[src/rtl/dlsc_axi_rstctrl_if.sv]
// Command and response handshake bundle seen by the AXI reset sequencer.
// Latency: wires only, no storage.
// Backpressure: carries plain valid/ready pairs; the sequencer masks both sides of AR/AW.
interface dlsc_axi_rstctrl_if;
    logic in_ar_valid;
    logic in_ar_ready;
    logic out_ar_valid;
    logic out_ar_ready;
    logic in_aw_valid;
    logic in_aw_ready;
    logic out_aw_valid;
    logic out_aw_ready;
    logic r_valid;
    logic r_ready;
    logic r_last;
    logic b_valid;
    logic b_ready;

    // Sequencer side: gates commands and watches responses.
    modport slave (
        input  in_ar_valid, out_ar_ready, in_aw_valid, out_aw_ready,
        input  r_valid, r_ready, r_last, b_valid, b_ready,
        output in_ar_ready, out_ar_valid, in_aw_ready, out_aw_valid
    );

    // Environment side: upstream master, downstream slave and response observers.
    modport master (
        output in_ar_valid, out_ar_ready, in_aw_valid, out_aw_ready,
        output r_valid, r_ready, r_last, b_valid, b_ready,
        input  in_ar_ready, out_ar_valid, in_aw_ready, out_aw_valid
    );
endinterface

[src/rtl/dlsc_axi_rstctrl.sv]
// Reset sequencer for an AXI slave segment: gates AR/AW, counts outstanding, drains, pulses s_rst, reopens.
// Latency: command gating is combinational from registered state; status outputs are registered.
// Backpressure: AR/AW valid and ready are both masked while blocked or with MOT transactions outstanding.
module dlsc_axi_rstctrl #(
    parameter int unsigned MOT        = 16,
    parameter int unsigned RST_CYCLES = 16,
    parameter int unsigned TIMEOUT    = 1024
) (
    input  logic                     clk,
    input  logic                     rst,
    input  logic                     rst_req,
    output logic                     rst_busy,
    output logic                     rst_done,
    output logic                     rst_timeout,
    output logic                     s_rst,
    dlsc_axi_rstctrl_if.slave        bus,
    output logic [$clog2(MOT+1)-1:0] rd_cnt,
    output logic [$clog2(MOT+1)-1:0] wr_cnt
);
    localparam int          CW   = $clog2(MOT + 1);
    localparam int unsigned TMAX = (TIMEOUT > RST_CYCLES) ? TIMEOUT : RST_CYCLES;
    localparam int          TW   = $clog2(TMAX + 1);

    localparam logic [CW-1:0] CNT_MAX  = CW'(MOT);
    localparam logic [TW-1:0] TO_LAST  = TW'(TIMEOUT - 1);
    localparam logic [TW-1:0] RST_LAST = TW'(RST_CYCLES - 1);

    typedef enum logic [1:0] {IDLE, DRAIN, RESET, RECOVER} state_t;

    state_t        state;
    logic [TW-1:0] timer;   // drain timeout in DRAIN, pulse length in RESET
    logic          block;

    logic ar_open;
    logic aw_open;
    logic rd_inc;
    logic rd_dec;
    logic wr_inc;
    logic wr_dec;

    // Gating depends only on registered state, so ready never depends on valid.
    assign ar_open = !block && (rd_cnt != CNT_MAX);
    assign aw_open = !block && (wr_cnt != CNT_MAX);

    assign bus.out_ar_valid = bus.in_ar_valid && ar_open;
    assign bus.in_ar_ready  = bus.out_ar_ready && ar_open;
    assign bus.out_aw_valid = bus.in_aw_valid && aw_open;
    assign bus.in_aw_ready  = bus.out_aw_ready && aw_open;

    // A response with nothing outstanding is a stray and must not wrap the count.
    assign rd_inc = ar_open && bus.in_ar_valid && bus.out_ar_ready;
    assign rd_dec = bus.r_valid && bus.r_ready && bus.r_last && (rd_cnt != '0);
    assign wr_inc = aw_open && bus.in_aw_valid && bus.out_aw_ready;
    assign wr_dec = bus.b_valid && bus.b_ready && (wr_cnt != '0);

    assign rst_busy = block;

    // Outstanding counters; the slave forgets everything while it is held in reset.
    always_ff @(posedge clk or posedge rst) begin
        if (rst) begin
            rd_cnt <= '0;
            wr_cnt <= '0;
        end else if (state == RESET) begin
            rd_cnt <= '0;
            wr_cnt <= '0;
        end else begin
            rd_cnt <= rd_cnt + CW'(rd_inc) - CW'(rd_dec);
            wr_cnt <= wr_cnt + CW'(wr_inc) - CW'(wr_dec);
        end
    end

    // Sequencer: IDLE -> DRAIN -> RESET -> RECOVER -> IDLE; every system reset runs a full slave pulse.
    always_ff @(posedge clk or posedge rst) begin
        if (rst) begin
            state       <= RESET;
            timer       <= '0;
            block       <= 1'b1;
            s_rst       <= 1'b1;
            rst_done    <= 1'b0;
            rst_timeout <= 1'b0;
        end else begin
            rst_done    <= 1'b0;
            rst_timeout <= 1'b0;
            case (state)
                IDLE: begin
                    if (rst_req) begin
                        state <= DRAIN;
                        timer <= '0;
                        block <= 1'b1;
                    end
                end
                DRAIN: begin
                    // An empty bus wins over a coincident timeout.
                    if (rd_cnt == '0 && wr_cnt == '0) begin
                        state <= RESET;
                        timer <= '0;
                        s_rst <= 1'b1;
                    end else if (timer == TO_LAST) begin
                        state       <= RESET;
                        timer       <= '0;
                        s_rst       <= 1'b1;
                        rst_timeout <= 1'b1;
                    end else begin
                        timer <= timer + TW'(1);
                    end
                end
                RESET: begin
                    if (timer == RST_LAST) begin
                        state <= RECOVER;
                        timer <= '0;
                        s_rst <= 1'b0;
                    end else begin
                        timer <= timer + TW'(1);
                    end
                end
                RECOVER: begin
                    state    <= IDLE;
                    block    <= 1'b0;
                    rst_done <= 1'b1;
                end
                default: begin
                    state <= RESET;
                    timer <= '0;
                    block <= 1'b1;
                    s_rst <= 1'b1;
                end
            endcase
        end
    end
endmodule

[src/flat_wrapper.sv]
// flat-port wrapper written by rule: the top's interface ports become plain ports
module dlsc_axi_rstctrl_flat 
#(
    parameter int unsigned MOT        = 16,
    parameter int unsigned RST_CYCLES = 16,
    parameter int unsigned TIMEOUT    = 1024
)
  (clk, rst, rst_req, rst_busy, rst_done, rst_timeout, s_rst, rd_cnt, wr_cnt, bus_in_ar_valid, bus_out_ar_ready, bus_in_aw_valid, bus_out_aw_ready, bus_r_valid, bus_r_ready, bus_r_last, bus_b_valid, bus_b_ready, bus_in_ar_ready, bus_out_ar_valid, bus_in_aw_ready, bus_out_aw_valid);
  dlsc_axi_rstctrl_if bus_i ();
  input  logic clk;
  input  logic rst;
  input  logic rst_req;
  output logic rst_busy;
  output logic rst_done;
  output logic rst_timeout;
  output logic s_rst;
  output logic [$clog2(MOT+1)-1:0] rd_cnt;
  output logic [$clog2(MOT+1)-1:0] wr_cnt;
  input wire logic [$bits(bus_i.in_ar_valid)-1:0] bus_in_ar_valid;
  input wire logic [$bits(bus_i.out_ar_ready)-1:0] bus_out_ar_ready;
  input wire logic [$bits(bus_i.in_aw_valid)-1:0] bus_in_aw_valid;
  input wire logic [$bits(bus_i.out_aw_ready)-1:0] bus_out_aw_ready;
  input wire logic [$bits(bus_i.r_valid)-1:0] bus_r_valid;
  input wire logic [$bits(bus_i.r_ready)-1:0] bus_r_ready;
  input wire logic [$bits(bus_i.r_last)-1:0] bus_r_last;
  input wire logic [$bits(bus_i.b_valid)-1:0] bus_b_valid;
  input wire logic [$bits(bus_i.b_ready)-1:0] bus_b_ready;
  output wire logic [$bits(bus_i.in_ar_ready)-1:0] bus_in_ar_ready;
  output wire logic [$bits(bus_i.out_ar_valid)-1:0] bus_out_ar_valid;
  output wire logic [$bits(bus_i.in_aw_ready)-1:0] bus_in_aw_ready;
  output wire logic [$bits(bus_i.out_aw_valid)-1:0] bus_out_aw_valid;
  assign bus_i.in_ar_valid = bus_in_ar_valid;
  assign bus_i.out_ar_ready = bus_out_ar_ready;
  assign bus_i.in_aw_valid = bus_in_aw_valid;
  assign bus_i.out_aw_ready = bus_out_aw_ready;
  assign bus_i.r_valid = bus_r_valid;
  assign bus_i.r_ready = bus_r_ready;
  assign bus_i.r_last = bus_r_last;
  assign bus_i.b_valid = bus_b_valid;
  assign bus_i.b_ready = bus_b_ready;
  assign bus_in_ar_ready = bus_i.in_ar_ready;
  assign bus_out_ar_valid = bus_i.out_ar_valid;
  assign bus_in_aw_ready = bus_i.in_aw_ready;
  assign bus_out_aw_valid = bus_i.out_aw_valid;
  dlsc_axi_rstctrl #(.MOT(MOT), .RST_CYCLES(RST_CYCLES), .TIMEOUT(TIMEOUT)) u_core (.clk(clk), .rst(rst), .rst_req(rst_req), .rst_busy(rst_busy), .rst_done(rst_done), .rst_timeout(rst_timeout), .s_rst(s_rst), .bus(bus_i), .rd_cnt(rd_cnt), .wr_cnt(wr_cnt));
endmodule
[config.mk]
export PLATFORM = sky130hd
export DESIGN_NAME = dlsc_axi_rstctrl_flat
export DESIGN_NICKNAME = d
export VERILOG_FILES = /design/src/rtl/dlsc_axi_rstctrl_if.sv /design/src/rtl/dlsc_axi_rstctrl.sv /design/src/flat_wrapper.sv
export SDC_FILE = /design/constraint.sdc
export NUM_CORES = 1
export LEC_CHECK = 0
export BUFFER_PORTS_ARGS = -buffer_cell sky130_fd_sc_hd__clkbuf_2
export CORE_ASPECT_RATIO = 0.5
export CORE_MARGIN = 8
export CORE_UTILIZATION = 25
export DETAILED_ROUTE_END_ITERATION = 8
export GPL_TIMING_DRIVEN = 0
export PLACE_DENSITY_LB_ADDON = 0.12
export SLEW_MARGIN = 0
export SYNTH_ARGS = -nofsm -noshare
export SYNTH_HDL_FRONTEND = slang
export SYNTH_SLANG_ARGS = --single-unit
[constraint.sdc]
create_clock -name clk -period 7.45 [get_ports clk]
set_input_delay 0.3725 -clock clk [delete_from_list [all_inputs] [get_ports clk]]
set_output_delay 0.3725 -clock clk [all_outputs]
set_load 0.005 [all_outputs]
# == Yosys cells after proc, flatten, opt, wreduce, memory -nomap -nowiden ==
# Index checks and enable logic that the tools add are counted.
# classes
mux,22
n_addsub,5
eq_ne,10
reduce_logical,27
# ops
op,n
2-to-1 mux 11 bit,4
case mux 11 bit (3 select lines),1
logical AND 1 bit,14
adder 11 x 1 -> 11 bit (second input constant),1
== test 11 x 10 -> 1 bit (second input constant),1
== test 11 x 4 -> 1 bit (second input constant),1
adder 5 x 1 -> 5 bit,2
zero test 5 bit,2
2-to-1 mux 5 bit,2
inequality test 5 bit (second input constant),2
nonzero test 5 bit,2
subtractor 5 x 1 -> 5 bit,2
2-to-1 mux 1 bit,8
2-to-1 mux 2 bit,4
case mux 2 bit (4 select lines),1
AND reduction 3 bit,2
== test 2 bit (second input constant),2
inequality test 2 bit (second input constant),2
case mux 1 bit (2 select lines),2
AND reduction 2 bit,2
nonzero test 2 bit,2
inequality test 3 x 1 -> 1 bit (second input constant),1
nonzero test 3 bit,1
== test 2 x 1 -> 1 bit (second input constant),1
other kinds (2),2
# word_totals
output_inout_bits,18
wordCells,72
register_bits,27
input_bits,12

# == Logic depth before layout (Yosys ltp) ==
# logic_depth
depth_word,7
mapped_depth,14
ltp_nobuf,14

# == Worst setup path after synthesis ==
# Ideal clock, no wire load.
# synth_path
path_kind,register -> register
startpoint,reg u_core.rd_cnt[3]
endpoint,reg u_core.rd_cnt[4]
setup_time_ns,0.078
slack_ns,4.680
n_path_buf,0
path_stages_with_launch,15
t_arrival_ns,2.692
period_less_slack_ns,2.770
t_required_ns,7.372
path_cell_list,dfrtp_1 -> inv_1 -> ha_1 -> or4b_4 -> and4_2 -> ha_1 -> inv_1 -> ha_1 -> inv_1 -> fa_1 -> inv_1 -> a21oi_1 -> nor2_1 -> or3_1 -> a21oi_1
# synth_between
elab_chain_len,7
elab_cells_between_ends,9
cone_classes,add/sub (2); eq/ne (1); mux (1); reduce/logical (5)
# synth_lines
element,line_no,rtl
from (decl),dlsc_axi_rstctrl.sv:17,"output logic [$clog2(MOT+1)-1:0] rd_cnt,"
from (signal assigned),dlsc_axi_rstctrl.sv:67,rd_cnt <= rd_cnt + CW'(rd_inc) - CW'(rd_dec);
inequality test 5 bit,dlsc_axi_rstctrl.sv:42,assign ar_open = !block && (rd_cnt != CNT_MAX);
logical AND 1 bit,dlsc_axi_rstctrl.sv:42,
logical AND 1 bit (2 in series),dlsc_axi_rstctrl.sv:51,assign rd_inc = ar_open && bus.in_ar_valid && bus.out_ar_ready;
adder 5 x 1 -> 5 bit,dlsc_axi_rstctrl.sv:67,
subtractor 5 x 1 -> 5 bit *,dlsc_axi_rstctrl.sv:67,
2-to-1 mux 5 bit *,dlsc_axi_rstctrl.sv:63,end else if (state == RESET) begin
# Every way passes the cells marked *; elsewhere a longest branch is shown, timed or not.
# A chain may end at the register's enable or synchronous reset.

# == Worst setup path in the final report ==
# Same ends and word-level chain as after synthesis.

==> impl_metrics.env <==
export IMPL_outcome="finished clean"
export IMPL_cts_hold_buffers_added=0
export IMPL_drc=0
export IMPL_place_hpwl_mm=3.189
export IMPL_final_cells=299
export IMPL_yosys_area_share_xor_xnor=0.05109
export IMPL_p_leak_nw=0.9885
export IMPL_netlist_instances=174
export IMPL_initial_core_util=0.2579
export IMPL_synth_compound_area_frac=0.1489
export IMPL_synthDominantCellAreaShare=0.3504
export IMPL_core_area_mm2=0.006648
export IMPL_critPathSlowestCell="or4b_4"
export IMPL_muxShareOfSynthArea=0.01314
export IMPL_die_y_um=74.55
export IMPL_ctsHtreeMaxLevel=1
export IMPL_path_buf_inv=4
export IMPL_power_density_mw_per_mm2=383.8
export IMPL_drive_gt1_frac=0.2126
export IMPL_fin_crit_sh=0.3999
export IMPL_rrSetupSlack_ps=4470
export IMPL_cp_data_required_time_ps=7640
export IMPL_timing_max_cap_violations=0
export IMPL_seqPwrFrac=0.299
export IMPL_synth_seq_cells=27
export IMPL_vias=1355
export IMPL_crit_path_max_incr_delay_ps=500
export IMPL_drt_total_wl_mm=4.112
export IMPL_netlist_top_cells_count="dfrtp_1 (24), inv_1 (19), ha_1 (17)"
export IMPL_synthArstFlopShare=1.000
export IMPL_power_frac_comb=0.543
export IMPL_ios=30
export IMPL_die_width_um=133.1
export IMPL_layout_min_cycle_time_ps=2979
export IMPL_synth_area_leaders="dfrtp_1 (35%), ha_1 (12%), dfstp_2 (4.6%)"
export IMPL_tightest_slew_ps=1104
export IMPL_cts_setup_buffers=0
export IMPL_ant_nets=0
export IMPL_yosys_cell_types_count=39
export IMPL_fillers=707
export IMPL_grt_start_max_net_pins=28
export IMPL_crit_type="flip-flop to flip-flop"
export IMPL_pwr_share_clk=0.159
export IMPL_finalHoldViolCount=0
export IMPL_grt_pass1_wl_mm=6.893
export IMPL_slew_headroom=0.2630
export IMPL_antenna_found_initial=0
export IMPL_start_kind="flip-flop"
export IMPL_grt_overflow=0
export IMPL_holdWs_ps=346.1
export IMPL_switchingPower_mw=0.3303
export IMPL_wl_per_cell_um=13.75
export IMPL_synth_top_family_by_area="simple AND/OR/NAND/NOR gates"
export IMPL_synth_fp_nets=205
export IMPL_p_total_mw=0.7879
export IMPL_row_count=21
export IMPL_yosysTopAreaCell="dfrtp_1"
export IMPL_track_usage=0.08790
export IMPL_syn_area_per_cell_um2=9.851
export IMPL_hold_class="input port to flip-flop"
export IMPL_crit_arrival_ps=3170
export IMPL_grt_pass1_vias=1385
export IMPL_switching_share=0.4191
export IMPL_report_final_setup_viol=0
export IMPL_synth_most_common_cell="dfrtp_1"
export IMPL_vias_per_cell=4.532
export IMPL_clock_sinks=27
export IMPL_io_buffers=29
export IMPL_cts_made_buffers=3
export IMPL_area_growth_pct=19.78
export IMPL_synth_seq_area_share=0.3964
export IMPL_synthAdderAreaFrac=0.1474
export IMPL_finalMaxSlewViolations=0
export IMPL_dieArea_mm2=0.009923
export IMPL_clkTransAtPathRegs_ps=70
export IMPL_synth_area_mm2=0.001714
export IMPL_cts_buffer_depth=2
export IMPL_nNetsFinal=239
export IMPL_worstPathCellList="inv_1 > ha_1 > or4b_4 > and4_2 > ha_1 > inv_1 > ha_1 > inv_1 > fa_1 > inv_1 > a21oi_1 > nor2_1 > or3_1 > a21oi_1"
export IMPL_cp_max_fo=3
export IMPL_clock_fmax_mhz=335.7
export IMPL_gp_congestion=0.7503
export IMPL_cts_tree="yes"
export IMPL_clock_insertion_delay_worst_skew_ps=260
export IMPL_drt_iter0_markers=90
export IMPL_antenna_cells=0
export IMPL_cpLargestDelayFamily="simple AND/OR/NAND/NOR gates"
export IMPL_first_pass_iters=4
export IMPL_synth_top_flop_cell="dfrtp_1"
export IMPL_fin_tns_setup_ps=0
export IMPL_dp_cells=295
export IMPL_skew_ps=5.991
export IMPL_cp_end_kind="flip-flop"
export IMPL_vdd_drop_max_mv=0.09941
export IMPL_crit_top_cell="inv_1"
export IMPL_ys_warn_count=0
export IMPL_intPower_mw=0.4577
export IMPL_synth_enable_flop_cells=0
export IMPL_synthSimpleGateAreaFrac=0.1993
export IMPL_cts_root_buf="clkbuf_16"
export IMPL_rsz0062_at_grt="no"
export IMPL_cts_resized=0
==> through the flow <==
stage	instance area, µm²	util	worst slack (ps)
final	2053	0.3089	4471
after global routing	2053	0.3089	4272
after detailed placement	1974	0.2970	4467
after floorplan	1714	-	4680
after global placement	1974	0.2970	4453
after CTS	2053	0.3089	4442
==> state kept, by name (all words and copies together) (netlist names) <==
register,flops
u_core.rd_cnt,5
u_core.rst_busy,1
u_core.rst_done,1
u_core.rst_timeout,1
u_core.s_rst,1
u_core.state,2
u_core.timer,11
u_core.wr_cnt,5
==> layout by cell type (no fill, tap or decap), types with 3 or more instances in the layout <==
| master | instances |
|---|---|
| inv_1 | 19 |
| clkbuf_16 | 3 |
| or3_1 | 4 |
| xnor2_1 | 3 |
| o21ai_1 | 5 |
| nand3_1 | 5 |
| xor2_1 | 7 |
| and3_1 | 4 |
| and2_1 | 4 |
| clkbuf_2 | 29 |
| dfrtp_1 | 24 |
| dfstp_2 | 3 |
| nor2b_1 | 5 |
| nand2_1 | 9 |
| nor2_1 | 13 |
| ha_1 | 17 |
| a21oi_1 | 12 |
| a22o_1 | 3 |
| a21o_1 | 4 |
| o21ai_0 | 6 |
==> cells by family after synthesis <==
family	Yosys count
multiplexers	2
XOR/XNOR	10
flip-flops	27
adder cells (fa/ha/maj)	19
AND/OR/NAND/NOR	59
buffers and inverters	20
AO/OA/AOI/OAI	37
==> per-layer routing <==
layer | global-route usage | share of wire
met1 | 0.1054 | 0.48
met2 | 0.1529 | 0.48
met3 | 0.02695 | 0.032
met4 | 0.02219 | 0.0083
met5 | 0 | 0
==> worst reg2reg max path, stage by stage, from the launching register on <==
cell and delay, ps:
dfrtp_1 410, inv_1 90, ha_1 160, or4b_4 500, and4_2 270, ha_1 270
inv_1 40, ha_1 200, inv_1 70, fa_1 190, inv_1 50, a21oi_1 130
nor2_1 60, or3_1 340, a21oi_1 130
==> power by group through the flow <==
| stage | Combinational (mW) | Clock, mW | Sequential, mW |
|---|---|---|---|
| after floorplan | 0.312 | 0 | 0.232 |
| after global routing | 0.486 | 0.138 | 0.244 |
| after CTS | 0.438 | 0.132 | 0.237 |
| after global placement | 0.432 | 0 | 0.239 |
| after detailed placement | 0.434 | 0 | 0.239 |
| final | 0.428 | 0.125 | 0.235 |
==> area by class of cell <==
type	instances	area [µm²]	area share
plain buffers	1	3.754	0.001828
clock buffers	4	78.83	0.03839
inverters	19	71.32	0.03473
multi-input cells	127	959.7	0.4674
flip-flops and latches	27	679.4	0.3309
well taps	92	115.1	0.05606
repair buffers	29	145.1	0.07069
==> final timing paths <==
check,to,cells after the start,startpoint
max,u_core.rd_cnt[4],14,u_core.rd_cnt[3]
min,u_core.rst_busy,3,rst_req
max reg2reg,u_core.rd_cnt[4],14,u_core.rd_cnt[3]
min reg2reg,u_core.s_rst,2,u_core.s_rst
max in group asynchronous,u_core.timer[6],2,rst
min in group asynchronous,u_core.rd_cnt[2],2,rst
No activity file was read; power rests on OpenSTA's default activity.
